===== config.mk =====
export PLATFORM = sky130hd
export DESIGN_NAME = arb_rr_4
export DESIGN_NICKNAME = d
export VERILOG_FILES = /design/src/rtl/arb_pkg.sv /design/src/rtl/arb_rr_4_decoder.sv /design/src/rtl/arb_rr_4.sv
export SDC_FILE = /design/constraint.sdc
export NUM_CORES = 1
export LEC_CHECK = 0
export BUFFER_PORTS_ARGS = -buffer_cell sky130_fd_sc_hd__clkbuf_2
export CORE_MARGIN = 2
export CORE_UTILIZATION = 46
export CTS_CLUSTER_DIAMETER = 30
export DETAILED_ROUTE_END_ITERATION = 8
export PLACE_DENSITY = 0.71
export SLEW_MARGIN = 20
export SYNTH_ARGS = -nofsm -noshare
export SYNTH_HDL_FRONTEND = slang
export SYNTH_HIERARCHICAL = 1
export SYNTH_SLANG_ARGS = --single-unit

===== constraint.sdc =====
create_clock -name clk -period 1.4 [get_ports clk]
set_clock_uncertainty 0.1 [all_clocks]
set_input_delay 0.28 -clock clk [delete_from_list [all_inputs] [get_ports clk]]
set_output_delay 0.28 -clock clk [all_outputs]
set_load 0.1 [all_outputs]

===== src/rtl/arb_pkg.sv =====
// Shared types and helpers for the 4-way round-robin arbiter.
// The search helper returns {found, winner_index}.
package arb_pkg;

   typedef enum logic {
      IDLE = 1'b0,
      BUSY = 1'b1
   } state_t;

   localparam int N_REQ = 4;
   localparam int IDX_W = 2;

   // Scan from the farthest offset down to last+1 so the nearest requester after 'last' wins.
   function automatic logic [IDX_W:0] rr_pick(input logic [N_REQ-1:0] req,
                                              input logic [IDX_W-1:0] last);
      logic [IDX_W-1:0] k;
      rr_pick = '0;
      for (int i = N_REQ; i >= 1; i--) begin
         k = last + IDX_W'(i);
         if (req[k]) rr_pick = {1'b1, k};
      end
   endfunction

endpackage


===== src/rtl/arb_rr_4_decoder.sv =====
// 2-to-4 one-hot decoder with enable; output is all-zero when disabled.
module Decoder_2_4 (
   input  logic [1:0] i_idx,
   input  logic       i_en,
   output logic [3:0] o_dec
);

   genvar gi;
   generate
      for (gi = 0; gi < 4; gi++) begin : g_dec
         assign o_dec[gi] = i_en && (i_idx == 2'(gi));
      end
   endgenerate

endmodule


===== src/rtl/arb_rr_4.sv =====
// Four-requester round-robin arbiter with a bounded hold time per owner.
// Owner, rotation pointer and hold counter are registered; grant is decoded from the registered index.
module arb_rr_4
   import arb_pkg::*;
#(
   parameter int HOLD_MAX = 8
) (
   input  logic             clk,
   input  logic             rst_n,
   input  logic [N_REQ-1:0] req,
   output logic [N_REQ-1:0] grant,
   output logic [IDX_W-1:0] grant_idx,
   output logic             grant_valid
);

   state_t           r_state;
   state_t           w_state_next;
   logic [IDX_W-1:0] r_idx;
   logic [IDX_W-1:0] w_idx_next;
   logic [IDX_W-1:0] r_last;
   logic [IDX_W-1:0] w_last_next;
   logic [3:0]       r_hold_cnt;
   logic [3:0]       w_hold_cnt_next;
   logic [IDX_W:0]   w_pick;
   logic             w_arb;

   always_ff @(posedge clk or negedge rst_n) begin
      if (!rst_n) begin
         r_state    <= IDLE;
         r_idx      <= '0;
         r_last     <= IDX_W'(N_REQ - 1);
         r_hold_cnt <= '0;
      end else begin
         r_state    <= w_state_next;
         r_idx      <= w_idx_next;
         r_last     <= w_last_next;
         r_hold_cnt <= w_hold_cnt_next;
      end
   end

   always_comb begin
      w_state_next    = r_state;
      w_idx_next      = r_idx;
      w_last_next     = r_last;
      w_hold_cnt_next = r_hold_cnt;

      w_pick = rr_pick(req, r_last);
      w_arb  = ((r_state == IDLE) && (|req)) ||
               ((r_state == BUSY) && (!req[r_idx] || (r_hold_cnt == 4'(HOLD_MAX))));

      if (w_arb) begin
         if (w_pick[IDX_W]) begin
            w_state_next    = BUSY;
            w_idx_next      = w_pick[IDX_W-1:0];
            w_last_next     = w_pick[IDX_W-1:0];
            w_hold_cnt_next = 4'd1;
         end else begin
            // Nobody asking: release, but keep the rotation pointer.
            w_state_next    = IDLE;
            w_idx_next      = '0;
            w_hold_cnt_next = '0;
         end
      end else if (r_state == BUSY) begin
         w_hold_cnt_next = r_hold_cnt + 4'd1;
      end
   end

   assign grant_idx   = r_idx;
   assign grant_valid = (r_state == BUSY);

   Decoder_2_4 u_dec (
      .i_idx (r_idx),
      .i_en  (grant_valid),
      .o_dec (grant)
   );

endmodule


# After elaboration in Yosys (flattened, before gate mapping)
# Index checks and enable logic that the tools add are counted.
[word_totals] elab_cells=50 regBits=9 input_bits=6 output_inout_bits=7
[classes] bitwise=1 n_reduce_logical=13 n_eq_ne=4 n_mux=19 n_addsub=4 n_lt_le_gt_ge=5
[op_table] op="less-than comparator 2 x 3 -> 1 bit (second input constant)" count=5
[op_table] op="two-way mux 3 bit" count=4
[op_table] op="binary-select mux 1 bit (select 2 bit)" count=5
[op_table] op="two-way mux 4 bit" count=2
[op_table] op="two-way mux 1 bit" count=7
[op_table] op="logical AND 1 bit" count=6
[op_table] op="adder 2 bit (second input constant)" count=2
[op_table] op="adder 4 x 1 -> 4 bit (second input constant)" count=1
[op_table] op="== test 2 bit (second input constant)" count=2
[op_table] op="== test 4 bit (second input constant)" count=1
[op_table] op="OR reduction 4 bit" count=1
[op_table] op="adder 2 x 1 -> 2 bit (second input constant)" count=1
[op_table] op="== test 2 x 1 -> 1 bit (second input constant)" count=1
[op_table] op="zero test 2 bit" count=1
[op_table] op="logical OR 1 bit" count=2
[op_table] op="two-way mux 2 bit" count=1
[op_table] op="AND reduction 2 bit" count=1
[op_table] op="nonzero test 2 bit" count=1
[op_table] op="zero test 1 bit" count=1
[op_table] op="inverter 1 bit" count=1

# Longest topological paths before layout
# Gate-level depths: netlist of run 1.
[depth] depth_word=8 ltp_mapped=5 depth_no_buf=5

# Hierarchy
# Netlist of run 1, hierarchy kept.
[modules_own_cells] module="arb_rr_4" seq_area_each_um2=227.7 instances=1 area_each_um2=573.0 cells_per_inst=58
[modules_own_cells] module="Decoder_2_4" seq_area_each_um2=0.0 instances=1 area_each_um2=37.5 cells_per_inst=4

# Worst setup path after synthesis of run 1
# Ideal clock, no wire load.
[synth_timing] kind="register to output" from="register r_state, in the netlist grant_valid" to="output grant[0]" slack_ns=-1.383 arrival_ns=2.403 path_buffers=0 t_required_ns=1.020 stages_incl_launch_ff=2 cell_sequence="dfrtp_1 -> nor3b_2"
[synth_via] elab_chain_len=1
[synth_rtl] item="from (decl)" line_no="arb_rr_4.sv:16" text="state_t r_state;"
[synth_rtl] item="from (signal assigned)" line_no="arb_rr_4.sv:34" text="r_state <= w_state_next;"
[synth_rtl] item="logical AND 1 bit" line_no="arb_rr_4_decoder.sv:11" text="assign o_dec[gi] = i_en && (i_idx == 2'(gi));"
[synth_rtl] item="to (decl)" line_no="arb_rr_4.sv:11" text="output logic [N_REQ-1:0] grant,"
# Every way passes these cells.

# Worst setup path after layout of run 1
[layout_timing] from="register r_idx[1], in the netlist grant_idx[1]" to="register r_hold_cnt[0]"
[layout_via] elab_chain_len=7 word_cells_on_any_way=8 cone_classes="3 x mux; 5 x reduce/logical"
[layout_rtl] item="from (decl)" line_no="arb_rr_4.sv:18" text="logic [IDX_W-1:0] r_idx;"
[layout_rtl] item="from (signal assigned)" line_no="arb_rr_4.sv:35" text="r_idx <= w_idx_next;"
[layout_rtl] item="binary-select mux 1 bit (select 2 bit) *" line_no="arb_rr_4.sv:49" text="((r_state == BUSY) && (!req[r_idx] || (r_hold_cnt == 4'(HOLD_MAX))));"
[layout_rtl] item="two-way mux 1 bit (implied by the code) *" line_no="arb_rr_4.sv:49"
[layout_rtl] item="zero test 1 bit *" line_no="arb_rr_4.sv:49"
[layout_rtl] item="logical OR 1 bit *" line_no="arb_rr_4.sv:49"
[layout_rtl] item="logical AND 1 bit *" line_no="arb_rr_4.sv:49"
[layout_rtl] item="logical OR 1 bit *" line_no="arb_rr_4.sv:48" text="w_arb = ((r_state == IDLE) && (|req)) ||"
[layout_rtl] item="two-way mux 4 bit / nonzero test 2 bit (equally long branches)"
[layout_rtl] item="to (signal assigned)" line_no="arb_rr_4.sv:37" text="r_hold_cnt <= w_hold_cnt_next;"
[layout_rtl] item="to (decl)" line_no="arb_rr_4.sv:22" text="logic [3:0] r_hold_cnt;"
# Mark *: on every way between the ends. The rest lies on a longest branch, timed or not. The select of a mux whose other input is x is not followed.
# A chain may end at the register's enable or synchronous reset.

==> reports/qor.yml, run 1 <==
sta:
  period_share_pct: 119
  period_needed_ns: 1.67
  max_slew.worst_pin.slew_ns: 0.356
  final_max_slew_viol_count: 0
  rsz0062_at_grt: "yes"
  fmaxAchievable_mhz: 599
  max_slew_margin_pct: 76.3
  hold_violations: 0
  setup_violations: 15
  setup_slack_ns: -0.269
cts:
  cts.htree.levels: 1
  cts_tree: "done"
  cts.clk_slew.worst_paths_ns: 0.06
  cts-root-buf: "clkbuf_4"
  clock_sinks: 9
  clk_latency_ns: 0.26
  clk_path_buf_depth: 2
  cts_inserted_buffers: 3
floorplan:
  initial_utilization_pct: 48.1
  die_area_um2: 1630
  rows: 13
  die_h_um: 40.4
  io_pins: 13
  coreArea_um2: 1270
  fp.dieW_um: 40.4
drt:
  first_pass_iters: 4
  viasPerCell: 5.28
  dr.first_iter.drc_count: 11
  wl_per_cell_um: 14.2
  drtAntennaViolNets: 0
  wirelength_um: 1570
  vias: 581
  drc_errors: 0
placement:
  placed_area_um2: 925
  pre_cts_ws_ns: -0.108
  port_buffers: 12
  hpwl_um: 1050
  gp_congestion: 0.807
pwr:
  peakVddDrop_mv: 1.20
  total_power_mw: 2.71
  powerDensity_nw_per_um2: 2640
  cellLeakagePower_nw: 0.481
synthesis:
  synth_top_cell_by_area: "dfrtp_1"
  yosysTopAreaCellShare_pct: 28.7
  synth_seq_cells: 9
  synth_edf_count: 0
  ys_seq_area_share_pct: 37.3
  avgSynthCellArea_um2: 9.85
  postSynth.asyncResetShare_pct: 100
  synth_cell_types: 30
  synthTopCellsByArea: "dfrtp_1 29%, mux2i_1 9.8%, dfstp_2 8.6%, inv_1 5.5%, ha_1 4.1%"
  synth_warnings: 6
  synth_top_flop_cell: "dfrtp_1"
  synthCells: 62
  syn-num-nets: 70
  syn_area_um2: 611
cells_and_area:
  syn_to_final_growth_pct: 68.4
  final_area_um2: 1030
  antenna_cells: 0
  layout-drive-gt1-share_pct: 54.7
  fillerInstances: 79
  nets: 104
  final_cell_mix: "13 x buf_4, 9 x inv_1, 7 x buf_12"
  final_common_cell: "buf_4"
flow_run:
  max_cap_violations: 0
setup_path:
  end_kind: "flip-flop"
  critPathLaunchType: "flip-flop"
  cp.arrival_ns: 1.72
  cp.required_ns: 1.45
  cp_max_fo: 5
  crit_type: "reg -> reg"
global_route:
  first_global_vias: 542
  grt_usage_pct: 21.9
  grt_pass1_wl_um: 2300
  overflow: 0
  grt_max_degree: 10
  grt_antenna_before_repair: 0
min_path:
  hp-class: "in -> reg"
run_status:
  failed_checks: "setup timing"
  outcome: "complete, but fails checks"
## path summary, 6_finish.rpt
path	start	end	slack, ns	cells past startpoint
worst max-delay path	grant_idx[1]	r_hold_cnt[0]	-0.27	5
worst min-delay path	req[0]	grant_valid	0.24	3
worst max register to register	grant_idx[1]	r_hold_cnt[0]	-0.27	5
worst min register to register	r_hold_cnt[2]	r_hold_cnt[2]	0.41	1
max in group asynchronous	rst_n	r_last[0]	0.63	2
min in group asynchronous	rst_n	r_hold_cnt[1]	0.31	2
## layer usage
| layer | global-route usage, % | part of all wire (%) | vias up |
|---|---|---|---|
| li1 | - | - | 288 |
| met1 | 27.5 | 43 | 268 |
| met2 | 34.1 | 51 | 19 |
| met3 | 2.22 | 3.6 | 6 |
| met4 | 16.7 | 2.6 | 0 |
| met5 | 0 | 0 | - |
## final cells by class
type / instances / area, µm² / share of cell area (%)
multi-input combinational: 42 / 389 / 37.8
timing repair buffer: 30 / 318 / 30.9
sequential: 9 / 239 / 23.2
inverter: 10 / 37.5 / 3.65
clock buffer: 4 / 26.3 / 2.55
tap: 15 / 18.8 / 1.82
## through the flow
| stage | hold WS [ns] | setup TNS (ns) | cells | utilization, % |
|---|---|---|---|---|
| after floorplan | -0.116 | -2.68 | 62 | - |
| after global placement | 0.0436 | -0.360 | 101 | 72.9 |
| after detailed placement | 0.0466 | -0.476 | 101 | 72.9 |
| after CTS | 0.231 | -2.48 | 109 | 79.6 |
| after global routing | 0.252 | -3.72 | 110 | 81.1 |
| final | 0.237 | -3.05 | 110 | 81.1 |
## synth_stat cells (all sizes together), types with 2 or more instances
library cell and count:
inv 10, dfrtp 7, mux2i 6, a21oi 5, nor2 3, o22ai 3
a22o 2, and3b 2, dfstp 2, ha 2, nand2 2, nand2b 2
nand3 2, o21ai 2, o32ai 2
## where the power goes
group          internal [mW]  total (mW)  switching (mW)
sequential             0.405       0.509           0.105
combinational          0.876        2.00            1.12
clock                  0.110       0.208          0.0976
total                   1.39        2.71            1.32
## repair_timing
action | CTS | global route
pin swaps | 4 | 5
gates resized for setup | 5 | 2
hold endpoints to repair | 9 | 0
hold buffers | 1 | 0
setup buffers | 3 | 1
endpoints found under the setup margin | 15 | 15
## worst max-delay path, cell delays in order, from the launching register on
cell and delay (ns):
dfrtp_4 0.49, buf_6 0.14, mux2i_1 0.12, o22ai_2 0.34, a21oi_4 0.12, a211o_1 0.24
## logic make-up after synthesis
kind of cell | after synthesis | synth area share, %
AOI/OAI and AO/OA | 17 | 20.9
adders and majority gates | 2 | 4.10
buffers and inverters | 11 | 6.97
DFF | 9 | 37.3
muxes | 6 | 9.84
and+or+nand+nor | 17 | 20.9
## state kept, by name, summed over array words and instances (netlist names)
| signal | cells |
|---|---|
| r_last | 2 |
| grant_valid | 1 |
| r_hold_cnt | 4 |
| grant_idx | 2 |
Note: power is estimated with default switching activity, not from simulation.
==> run 2, diff against run 1 <==
REMOVE_ABC_BUFFERS = 1   (was default)
==> run 2 against run 1 <==
Net effect: the run still ends with setup timing left; total power rose by 3.9%; sequential cell count did not move; worst hold slack improved by 0.012 ns; cell count grew 4.5%; clock-buffer cell count unchanged; first-iteration DRC count unchanged; sequential power fell by 3%; setup slack improved by 0.058 ns.
==> reports/qor.yml, run 2 (synthesis gave the netlist of run 1 again) <==
setup_path:
  end_kind: "output port"
  rr_worst_depth: 5  # unchanged
  crit_start: "grant_idx[0]"
  regToRegSetupSlack_ns: -0.15  # +0.12 ns
  crit_path_end: "grant[1]"
  critPathLaunchType: "flip-flop"
  crit_type: "reg -> out"
  cp.arrival_ns: 1.23  # -0.49 ns
  worstReg2RegStart: "grant_idx[1]"
  cp_max_fo: 7  # +2
  cp.required_ns: 1.02  # -0.43 ns
  worstReg2RegEnd: "r_hold_cnt[0]"
drt:
  first_pass_iters: 4  # unchanged
  dr.first_iter.drc_count: 11  # unchanged
  drtAntennaViolNets: 0  # unchanged
  viasPerCell: 5.14  # -2.7%
  vias: 591  # +1.7%
  wirelength_um: 1640  # +4.7%
  wl_per_cell_um: 14.3  # +0.18%
  drc_errors: 0  # unchanged
run_status:
  failed_checks: "setup timing"
  outcome: "complete, but fails checks"
placement:
  pre_cts_ws_ns: -0.0459  # +0.0626 ns
  gp_congestion: 0.773  # -4.2%
  hpwl_um: 1050  # -0.73%
  port_buffers: 12  # unchanged
global_route:
  grt_usage_pct: 23.6  # +1.7 points
  first_global_vias: 580  # +7.0%
  grt_max_degree: 10  # unchanged
  grt_pass1_wl_um: 2500  # +8.7%
  grt_antenna_before_repair: 0  # unchanged
  overflow: 0  # unchanged
cells_and_area:
  fillerInstances: 67  # -15%
  seq_area_um2: 230  # -3.7%
  nets: 109  # +4.8%
  final_common_cell: "buf_4"
  syn_to_final_growth_pct: 74.4
  multi_input_area_um2: 389  # unchanged
  final_cell_mix: "16 x buf_4, 9 x inv_1, 7 x buf_12"
  final_util_pct: 83.9  # +2.9 points
  layout-drive-gt1-share_pct: 60.0  # +5.3 points
  largest_reg_flops: 4  # unchanged
  antenna_cells: 0  # unchanged
  largest_register: "r_hold_cnt"
floorplan:
  coreArea_um2: 1270  # unchanged
  die_h_um: 40.4  # unchanged
  initial_utilization_pct: 48.1  # unchanged
  io_pins: 13  # unchanged
  die_area_um2: 1630  # unchanged
  rows: 13  # unchanged
  fp.dieW_um: 40.4  # unchanged
cts:
  cts.clk_slew.worst_paths_ns: 0.06  # about the same
  clk_latency_ns: 0.26  # about the same
  cts_inserted_buffers: 3  # unchanged
  cts.htree.levels: 1  # unchanged
  clk_path_buf_depth: 2  # unchanged
  cts_tree: "done"
  clock_sinks: 9  # unchanged
  cts-root-buf: "clkbuf_4"
pwr:
  total_power_mw: 2.82  # +3.9%
  powerDensity_nw_per_um2: 2650  # +0.33%
  switching_power_mw: 1.34  # +1.5%
  switching_share_pct: 47.7  # -1.1 points
  power_frac_seq_pct: 17.5  # -1.3 points
  peakVddDrop_mv: 1.46  # +22%
  p_clk_share_pct: 7.2  # -0.5 points
  comb_power_share_pct: 75.3  # +1.7 points
  p_int_mw: 1.48  # +6.1%
  cellLeakagePower_nw: 0.509  # +5.7%
sta:
  fin_tns_setup_ns: -1.86  # +1.19 ns
  max_slew_margin_pct: 81.1  # +4.8 points
  rsz0062_at_grt: "yes"
  hold_violations: 0  # unchanged
  max_slew.worst_pin.slew_ns: 0.284  # -0.0721 ns
  fmaxAchievable_mhz: 621  # +3.6%
  setup_slack_ns: -0.211  # +0.0578 ns
  setup_violations: 14  # -1
  period_share_pct: 115  # -4.1 points
  period_needed_ns: 1.61  # -0.0578 ns
  final_max_slew_viol_count: 0  # unchanged
flow_run:
  max_cap_violations: 0  # unchanged
min_path:
  hp-class: "in -> reg"
[run 2: changes by cell type in the layout (fill, tap and decap cells not counted), moves of 2 or more]
cell and change:
buf_6 +2, dfrtp_2 +2, a21oi_2 +2, dfrtp_4 -3
buf_4 +3
[run 2: layout make-up]
type                            count  area share, %
Multi-Input combinational cell     42           36.5
Timing Repair Buffer               35           34.1
Sequential cell                     9           21.6
Inverter                           10           3.53
Clock buffer                        4           2.47
Tap cell                           15           1.76
[run 2: power by group through the flow]
stage | clock network [mW] | registers [mW] | logic, mW
2_1_floorplan | 0 | 0.712 | 0.854
3_3_place_gp | 0 | 0.478 | 1.76
3_5_place_dp | 0 | 0.486 | 1.79
4_1_cts | 0.206 | 0.479 | 1.97
5_1_grt | 0.223 | 0.504 | 2.24
6_report | 0.204 | 0.493 | 2.12
[run 2: worst min path at each step]
stage / from / endpoint / slack (ns) / cells past startpoint
after detailed placement: rst_n / r_hold_cnt[0] / 0.04 / 1
final: req[0] / grant_valid / 0.25 / 3
after CTS: req[0] / grant_valid / 0.23 / 3
after floorplan: rst_n / grant_idx[0] / -0.12 / 0
after global routing: req[0] / grant_valid / 0.24 / 3
after global placement: rst_n / r_hold_cnt[0] / 0.04 / 1
[run 2: worst max-delay path: stages (launching register included)]
cell and delay [ns]:
dfrtp_2 0.46, buf_6 0.13, and3b_2 0.21, buf_12 0.17
[run 2: per-stage QoR]
| step | instances | area [µm²] | hold slack, ns |
|---|---|---|---|
| after floorplan | 61 | 606 | -0.116 |
| after global placement | 103 | 902 | 0.0423 |
| after detailed placement | 103 | 902 | 0.0437 |
| after CTS | 111 | 1000 | 0.228 |
| after global routing | 115 | 1060 | 0.243 |
| final | 115 | 1060 | 0.249 |
[run 2: metal layers]
metal / track usage, % / part of all wire (%) / up-vias
met1: 25.8 / 43 / 279
met5: 0 / 0 / -
met4: 5.00 / 0.73 / 0
met3: 6.67 / 3.7 / 2
li1: - / - / 295
met2: 44.4 / 52 / 15
[run 2: timing repair]
action	4_1_cts	5_1_grt
setup buffers	3	6
hold endpoints to repair	9	0
endpoints found under the setup margin	15	15
hold buffers	1	0
pin swaps	3	4
gates cloned	0	0
resized for setup	10	10
